### src/rtl/spatz_xif_mux.sv
// rtl/spatz_xif_mux.sv - round-robin merge of X-interface issue channels with in-order result routing
module spatz_xif_mux #(
    parameter int NrPorts   = 4,
    parameter int TagDepth  = 8,
    parameter int ReqWidth  = 64,
    parameter int RespWidth = 4,
    parameter int ResWidth  = 64,
    parameter int PortIdxW  = (NrPorts > 1) ? $clog2(NrPorts) : 1
) (
    input  logic                           clk_i,
    input  logic                           rst_i,

    input  logic [NrPorts-1:0]             x_issue_valid_i,
    output logic [NrPorts-1:0]             x_issue_ready_o,
    input  logic [NrPorts*ReqWidth-1:0]    x_issue_req_i,
    output logic [NrPorts*RespWidth-1:0]   x_issue_resp_o,

    output logic                           x_issue_valid_o,
    input  logic                           x_issue_ready_i,
    output logic [ReqWidth-1:0]            x_issue_req_o,
    input  logic [RespWidth-1:0]           x_issue_resp_i,

    input  logic                           x_result_valid_i,
    output logic                           x_result_ready_o,
    input  logic [ResWidth-1:0]            x_result_i,

    output logic [NrPorts-1:0]             x_result_valid_o,
    input  logic [NrPorts-1:0]             x_result_ready_i,
    output logic [ResWidth-1:0]            x_result_o,

    output logic [$clog2(TagDepth):0]      outstanding_o,
    output logic                           err_o
);

    localparam int PtrW = $clog2(TagDepth);
    localparam int CntW = PtrW + 1;

    logic [PortIdxW-1:0] r_rr;
    logic                r_lock;
    logic [PortIdxW-1:0] r_lock_idx;
    logic [PortIdxW-1:0] r_tags [TagDepth];
    logic [PtrW-1:0]     r_wptr;
    logic [PtrW-1:0]     r_rptr;
    logic [CntW-1:0]     r_count;
    logic                r_err;

    logic [PortIdxW-1:0] w_rr_grant;
    logic [PortIdxW-1:0] w_cand;
    logic                w_found;
    logic [PortIdxW-1:0] w_grant;
    logic [PortIdxW-1:0] w_rr_next;
    logic [PortIdxW-1:0] w_head;
    logic                w_full;
    logic                w_empty;
    logic                w_accept;
    logic                w_push;
    logic                w_pop;

    assign w_full  = (r_count == CntW'(TagDepth));
    assign w_empty = (r_count == '0);
    assign w_head  = r_tags[r_rptr];

    // Round-robin search starting at r_rr, wrapping at NrPorts.
    always_comb begin
        w_rr_grant = r_rr;
        w_found    = 1'b0;
        w_cand     = '0;
        for (int i = 0; i < NrPorts; i++) begin
            if ((int'(r_rr) + i) >= NrPorts) begin
                w_cand = PortIdxW'(int'(r_rr) + i - NrPorts);
            end else begin
                w_cand = PortIdxW'(int'(r_rr) + i);
            end
            if (!w_found && x_issue_valid_i[w_cand]) begin
                w_found    = 1'b1;
                w_rr_grant = w_cand;
            end
        end
    end

    // A pending offer keeps its port until accepted, so valid stays stable.
    assign w_grant   = r_lock ? r_lock_idx : w_rr_grant;
    assign w_rr_next = (w_grant == PortIdxW'(NrPorts - 1)) ? '0 : (w_grant + PortIdxW'(1));

    assign x_issue_valid_o = (|x_issue_valid_i) & ~w_full;
    assign w_accept        = x_issue_valid_o & x_issue_ready_i;
    assign w_push          = w_accept & x_issue_resp_i[0];

    always_comb begin
        x_issue_req_o   = '0;
        x_issue_resp_o  = '0;
        x_issue_ready_o = '0;
        for (int p = 0; p < NrPorts; p++) begin
            if (w_grant == PortIdxW'(p)) begin
                x_issue_req_o                         = x_issue_req_i[p*ReqWidth +: ReqWidth];
                x_issue_resp_o[p*RespWidth +: RespWidth] = x_issue_resp_i;
                x_issue_ready_o[p]                    = x_issue_ready_i & ~w_full;
            end
        end
    end

    // With no tag outstanding the result is drained and flagged as stray.
    always_comb begin
        x_result_valid_o = '0;
        x_result_ready_o = 1'b1;
        if (!w_empty) begin
            x_result_ready_o         = x_result_ready_i[w_head];
            x_result_valid_o[w_head] = x_result_valid_i;
        end
    end

    assign w_pop      = ~w_empty & x_result_valid_i & x_result_ready_o;
    assign x_result_o = x_result_i;

    always_ff @(posedge clk_i) begin
        if (rst_i) begin
            r_rr       <= '0;
            r_lock     <= 1'b0;
            r_lock_idx <= '0;
            r_wptr     <= '0;
            r_rptr     <= '0;
            r_count    <= '0;
            r_err      <= 1'b0;
        end else begin
            if (w_accept) begin
                r_rr   <= w_rr_next;
                r_lock <= 1'b0;
            end else if (x_issue_valid_o) begin
                r_lock     <= 1'b1;
                r_lock_idx <= w_grant;
            end

            if (w_push) begin
                r_wptr <= r_wptr + PtrW'(1);
            end
            if (w_pop) begin
                r_rptr <= r_rptr + PtrW'(1);
            end

            case ({w_push, w_pop})
                2'b10:   r_count <= r_count + CntW'(1);
                2'b01:   r_count <= r_count - CntW'(1);
                default: r_count <= r_count;
            endcase

            if (w_empty && x_result_valid_i) begin
                r_err <= 1'b1;
            end
        end
    end

    always_ff @(posedge clk_i) begin
        if (w_push && !rst_i) begin
            r_tags[r_wptr] <= w_grant;
        end
    end

    assign outstanding_o = r_count;
    assign err_o         = r_err;

endmodule

### config.mk
export PLATFORM = sky130hd
export DESIGN_NAME = spatz_xif_mux
export DESIGN_NICKNAME = d
export VERILOG_FILES = /design/src/rtl/spatz_xif_mux.sv
export SDC_FILE = /design/constraint.sdc
export NUM_CORES = 1
export LEC_CHECK = 0
export CELL_PAD_IN_SITES_DETAIL_PLACEMENT = 1
export CELL_PAD_IN_SITES_GLOBAL_PLACEMENT = 1
export CORE_AREA = 8 8 187 189
export DETAILED_ROUTE_END_ITERATION = 8
export DIE_AREA = 0 0 195 197
export GPL_ROUTABILITY_DRIVEN = 1
export PLACE_DENSITY = 0.74
export SYNTH_ARGS = -nofsm -noshare
export SYNTH_HDL_FRONTEND = slang
export SYNTH_SLANG_ARGS = --single-unit
### constraint.sdc
create_clock -name clk_i -period 3.85 [get_ports clk_i]
set_input_delay 0.5775 -clock clk_i [delete_from_list [all_inputs] [get_ports clk_i]]
set_output_delay 0.5775 -clock clk_i [all_outputs]
set_load 0.005 [all_outputs]
Yosys cells after proc, flatten, opt, wreduce, memory -nomap -nowiden
Memory sizes are Yosys's and may differ from the RTL's. A register that Yosys moved wholly into a read port is not among the register bits.
Index checks and enable logic that the tools add are counted.

storage, ports and cells
  memories kept = 1
  output and inout port bits = 159
  RAM bits = 16
  bits in registers = 16
  logic and storage cells = 106

memory list
  name    depth  bits a word  rd ports  clocked after memory_dff  write ports  RTL line  text
  r_tags  8      2            1         1                         1            41        logic [PortIdxW-1:0] r_tags [TagDepth];

cells by class
  muxes and demuxes = 44
  equality and inequality tests = 6
  order comparisons = 10
  bitwise logic cells = 10
  reductions and logical operators = 16
  add/subtract/negate cells = 12

operator list
  kind                                                                           number
  64-bit two-way mux                                                             4
  2-bit two-way mux                                                              10
  4-bit two-way mux                                                              5
  1-bit two-way mux                                                              16
  2-bit by 3-bit less-than comparator with 1-bit output (second input constant)  5
  1-bit binary-select mux with 2-bit select                                      5
  3-bit >= comparator (second input constant)                                    3
  4-bit one-hot mux with 2 select lines                                          1
  2-bit by 1-bit subtractor with 2-bit output (second input constant)            4
  2-bit by 2-bit adder with 3-bit output (second input constant)                 2
  3-bit by 1-bit adder with 3-bit output (second input constant)                 2
  1-bit AND                                                                      6
  2-bit == test (second input constant)                                          3
  1-bit logical AND                                                              6
  3-bit two-way mux                                                              2
  4-bit by 1-bit adder with 4-bit output (second input constant)                 1
  4-bit AND                                                                      1
  2-bit by 1-bit == test with 1-bit output (second input constant)               2
  4-bit == test (second input constant)                                          1
  1-bit zero test                                                                4
  4-bit zero test                                                                1
  4-bit OR reduction                                                             1
  4-bit by 1-bit subtractor with 4-bit output (second input constant)            1
  2-bit by 1-bit adder with 3-bit output (second input constant)                 1
  9 further kinds                                                                11

Depth between registers and ports, before layout
  depth in word-level cells = 20
  mapped depth = 12
  mapped depth without buffers = 11

Worst setup path before layout
OpenSTA, ideal clock, no wires.

  kind = in2out
  start point = in x_issue_valid_i[1]
  end point = out x_issue_req_o[62]
  arrival = 2.842 ns
  setup slack = 0.430 ns
  data required time = 3.273 ns
  buffers on the path = 2
  cell stages on the path = 11
  cells stage by stage = nor3b_1 -> a2111oi_0 -> o31ai_1 -> inv_1 -> ha_1 -> clkbuf_1 -> clkbuf_1 -> nand3b_1 -> a21oi_1 -> a21oi_1 -> o21ai_0

between the ends
  word-level cells in the longest chain between the ends = 18
  elaborated cells on any way between the ends = 30

ends and longest elaborated chain
  element                                    RTL line  text
  start, declared                            13        input logic [NrPorts-1:0] x_issue_valid_i,
  1-bit binary-select mux with 2-bit select  74        if (!w_found && x_issue_valid_i[w_cand]) begin
  1-bit two-way mux (implied by the code)    74
  1-bit two-way mux                          74
  1-bit zero test                            74
  1-bit logical AND                          74
  1-bit two-way mux                          74
  1-bit zero test                            74
  1-bit logical AND                          74
  1-bit two-way mux                          74
  1-bit zero test                            74
  1-bit logical AND                          74
  2-bit two-way mux *                        74
  2-bit two-way mux *                        82        assign w_grant = r_lock ? r_lock_idx : w_rr_grant;
  named net w_grant[1]                       50        logic [PortIdxW-1:0] w_grant;
  2-bit zero test                            94        if (w_grant == PortIdxW'(p)) begin
  64-bit two-way mux (3 in series)           94
  64-bit two-way mux *                       94
  end, declared                              20        output logic [ReqWidth-1:0] x_issue_req_o,

The timed path passes the listed nets; every way through them passes the cells marked *. The select of a mux whose other input is x is not followed.

Final worst setup path
  start point = in x_issue_valid_i[2]
  end point = out x_issue_req_o[37]

between the ends
  word-level cells in the longest chain between the ends = 18
  elaborated cells on any way between the ends = 30

ends and longest elaborated chain
  element                                    RTL line
  1-bit binary-select mux with 2-bit select  74
  1-bit two-way mux (implied by the code)    74
  1-bit two-way mux                          74
  1-bit zero test                            74
  1-bit logical AND                          74
  1-bit two-way mux                          74
  1-bit zero test                            74
  1-bit logical AND                          74
  1-bit two-way mux                          74
  1-bit zero test                            74
  1-bit logical AND                          74
  2-bit two-way mux *                        74
  2-bit two-way mux *                        82
  2-bit zero test                            94
  64-bit two-way mux (3 in series)           94
  64-bit two-way mux *                       94

Mark *: on every way between the ends. The rest lies on a longest branch, timed or not. The select of a mux whose other input is x is not followed.

==> impl_metrics.env <==
export IMPL_clkTransAtPathRegs_ps=50
export IMPL_critPathKind="input port to output port"
export IMPL_yosys_cell_types_count=43
export IMPL_p_sw_frac=0.3656
export IMPL_cts_buffers=5
export IMPL_numPortBuffers=366
export IMPL_place_area_um2=8671
export IMPL_grt_pass1_vias=6765
export IMPL_worst_pin_slew_ps=912.7
export IMPL_p_sw_mw=1.042
export IMPL_rr_worst_depth=11
export IMPL_ys_top_cells_by_area="a21oi_1 15%, nand2_1 11%, nand3b_1 11%, buf_4 11%, edfxtp_1 11%"
export IMPL_utilization=0.2841
export IMPL_reg2reg_slack_ps=320
export IMPL_r2r_end="outstanding_o[2]"
export IMPL_n_fill_cell=3853
export IMPL_synth_main_ff_cell="dfxtp_1"
export IMPL_syn_avg_cell_area_um2=6.620
export IMPL_hp_start="r_wptr[0]"
export IMPL_power_internal_mw=1.809
export IMPL_max_cap_violations=0
export IMPL_regArea_um2=860.8
export IMPL_via_count=5983
export IMPL_crit_path_max_fanout=12
export IMPL_async_flop_share=0
export IMPL_die_h_um=197
export IMPL_rsz0062_at_grt="false"
export IMPL_slowest_delay_ps=440
export IMPL_timing_critical_path_buf_inv=8
export IMPL_cts_tree="yes"
export IMPL_drt_iter0_drc=91
export IMPL_max_freq_mhz=269.1
export IMPL_dieArea_um2=38420
export IMPL_io_pins=495
export IMPL_cp_slowest_cell="o41a_1"
export IMPL_period_share=0.9652
export IMPL_grt_pass1_wl_um=39190
export IMPL_synth_edf_count=16
export IMPL_worstHoldPathCells=2
export IMPL_critPathTopFamily="buffers and inverters"
export IMPL_critical_path_depth=15
export IMPL_setup_viol=0
export IMPL_holdWs_ps=496.2
export IMPL_grt_max_degree=41
export IMPL_hold_end="r_wptr[0]"
export IMPL_fin_crit_ps=3716
export IMPL_wl_met1_um=10430
export IMPL_dr_pass1_iters=4
export IMPL_synth_top_area_share=0.1541
export IMPL_met3WireLength_um=2278
export IMPL_syn_inst=677
export IMPL_clk_insertion_delay_late_ps=270
export IMPL_run_status="complete, no violations"
export IMPL_antenna_found_initial=0
export IMPL_antenna_left=0
export IMPL_wl_met2_um=13260
export IMPL_hold_path_class="register to register"
export IMPL_pwr_share_seq=0.154
export IMPL_finalWirelength_um=26300
export IMPL_synth_nets=1022
export IMPL_worst_setup_path_end_kind="output port"
export IMPL_crit_path_cell_trace="dlygate4sd2_1 -> buf_4 -> nand2b_1 -> a21oi_1 -> o41a_1 -> buf_4 -> buf_4 -> ha_4 -> buf_12 -> clkbuf_16 -> buf_4 -> a21oi_1 -> a21oi_1 -> o21ai_0 -> dlygate4sd2_1"
export IMPL_multiInputGateArea_um2=3067
export IMPL_clkPwrFrac=0.138
export IMPL_final_area_um2=9102
export IMPL_ir_drop_v=0.0001620
export IMPL_rows=66
export IMPL_avgViaCountPerCell=4.222
export IMPL_drt_wirelength_per_cell_um=18.56
export IMPL_hold_buffers=0
export IMPL_start_kind="input port"
export IMPL_arrival_ps=3140
export IMPL_area_growth_pct=103.1
export IMPL_slew_viol_final=0
export IMPL_relSlewSlack=0.3896
export IMPL_clock_sinks=35
export IMPL_fin_nets=1353
export IMPL_power_density_nw_per_um2=313.3
export IMPL_overflow=0
export IMPL_highest_signal_layer="met4"
export IMPL_netlist_area_um2=4482
export IMPL_root_buffer="clkbuf_16"
export IMPL_post_dp_hpwl_um=21710
export IMPL_core_um2=32040
export IMPL_ys_ff_latch=35
export IMPL_synth_warnings=0
export IMPL_skew_ps=4.738
export IMPL_hold_violations=0
export IMPL_ctsLongestPathBuffers=2
export IMPL_start_util=0.1399
export IMPL_total_power_mw=2.852
export IMPL_track_usage=0.1276
export IMPL_drcViolationCount=0
export IMPL_place_congestion=0.8103
export IMPL_combPwrFrac=0.709
export IMPL_crit_top_cell="buf_4"
export IMPL_p_leak_nw=3.540
export IMPL_htreeDepth=2
export IMPL_yosys_area_top_type="a21oi_1"
export IMPL_ys_seq_area_frac=0.1921
export IMPL_n_antenna_cell=0
export IMPL_die_x_um=195
export IMPL_required_ps=3270
export IMPL_drive_gt1_frac=0.1219
==> Yosys cell counts, types with 4 or more instances <==
cell and instances:
edfxtp_1 16, clkbuf_1 53, inv_1 4, nor4_1 4
nor2b_1 6, dfxtp_1 19, nand3b_1 66, xor2_1 4
ha_1 9, nand3_1 5, buf_4 64, o21ai_0 67
nand2_1 134, a21oi_1 138, nor2_1 18, nor4b_1 4
and2_1 21, nand2b_1 5
==> cell usage in the layout (no fill, tap or decap), types with 2 or more instances in the layout <==
| cell | netlist | routed |
|---|---|---|
| a211oi_1 | 3 | 2 |
| a211oi_2 | 1 | 2 |
| a21oi_1 | 138 | 122 |
| a21oi_2 | 0 | 13 |
| a21oi_4 | 0 | 3 |
| and2_1 | 21 | 21 |
| buf_12 | 0 | 16 |
| buf_4 | 64 | 60 |
| bufbuf_16 | 0 | 2 |
| clkbuf_16 | 0 | 6 |
| clkdlybuf4s50_1 | 0 | 298 |
| dfxtp_1 | 19 | 19 |
| dlygate4sd2_1 | 0 | 50 |
| dlymetal6s2s_1 | 0 | 16 |
| edfxtp_1 | 16 | 16 |
| ha_1 | 9 | 5 |
| ha_4 | 0 | 4 |
| inv_1 | 4 | 2 |
| inv_2 | 0 | 2 |
| mux2_1 | 2 | 2 |
| mux2_4 | 3 | 3 |
| mux2i_1 | 3 | 3 |
| mux4_1 | 2 | 2 |
| mux4_2 | 2 | 2 |
| nand2_1 | 134 | 134 |
| nand2b_1 | 5 | 5 |
| nand3_1 | 5 | 5 |
| nand3b_1 | 66 | 66 |
| nor2_1 | 18 | 17 |
| nor2b_1 | 6 | 5 |
| nor3_1 | 2 | 2 |
| nor4_1 | 4 | 4 |
| nor4b_1 | 4 | 4 |
| o21ai_0 | 67 | 59 |
| o21ai_1 | 3 | 11 |
| or2_1 | 2 | 2 |
| xor2_1 | 4 | 4 |
==> tightest hold or removal path: stages (launching register included) <==
cell	delay, ps
dfxtp_1	330
nand2_1	60
a21oi_1	50
==> power groups by stage <==
| stage | logic (mW) | registers (mW) | clock network [mW] |
|---|---|---|---|
| CTS | 2.06 | 0.439 | 0.402 |
| detailed placement | 2.04 | 0.445 | 0 |
| global route | 2.22 | 0.442 | 0.419 |
| finish | 2.02 | 0.439 | 0.392 |
| global placement | 2.02 | 0.444 | 0 |
| floorplan | 0.797 | 0.435 | 0 |
==> area by class of cell <==
class / count / share of cell area
repair buffers: 445 / 0.4947
multi-input cells: 517 / 0.3369
flip-flops and latches: 35 / 0.09457
well taps: 408 / 0.05608
clock buffers: 7 / 0.01567
inverters: 4 / 0.001649
clock inverters: 1 / 0.0004124
==> kinds of logic after synthesis <==
| kind of cell | after synthesis | share of synthesized area |
|---|---|---|
| compound gates | 216 | 0.2479 |
| xor+xnor | 5 | 0.009771 |
| fa+ha+maj | 9 | 0.02513 |
| buf+inv | 125 | 0.1602 |
| flops | 35 | 0.1921 |
| mux | 13 | 0.04606 |
| simple gates | 274 | 0.3188 |
==> worst max-delay path by stage <==
stage                             from                end  slack, ps
floorplan           x_issue_valid_i[1]  x_issue_req_o[62]        430
global placement    x_issue_valid_i[0]   x_issue_req_o[7]       -450
detailed placement  x_issue_valid_i[0]   x_issue_req_o[7]       -430
CTS                 x_issue_valid_i[0]  x_issue_req_o[24]        -10
global route        x_issue_valid_i[2]  x_issue_req_o[30]         10
finish              x_issue_valid_i[2]  x_issue_req_o[37]        130
==> sequential cells by signal, indices dropped and copies added, names as in the netlist, named ones only <==
| register | cells |
|---|---|
| err_o | 1 |
| outstanding_o | 4 |
| r_lock | 1 |
| r_lock_idx | 2 |
| r_rptr | 3 |
| r_rr | 2 |
| r_tags | 16 |
| r_wptr | 3 |
==> stage by stage <==
stage                     std cells  setup TNS [ps]  setup slack [ps]
after global placement         1397          -17210            -453.4
final                          1417               0             133.8
after global routing           1417               0             9.778
after CTS                      1415          -14.45            -14.45
after detailed placement       1397          -15830            -430.4
after floorplan                 677               0             430.4
==> routing by layer <==
metal,vias up,global-route usage
met5,-,0
met4,0,0.02442
met3,22,0.04810
met2,278,0.2323
met1,2739,0.1406
li1,2944,-
==> repair_timing <==
action                     in CTS  in global routing
pin swaps                       5                  9
buffers inserted                8                  1
resized for setup              82                 26
cloned                          2                  1
setup endpoints to repair      68                 19
Note: power is estimated with default switching activity, not from simulation.
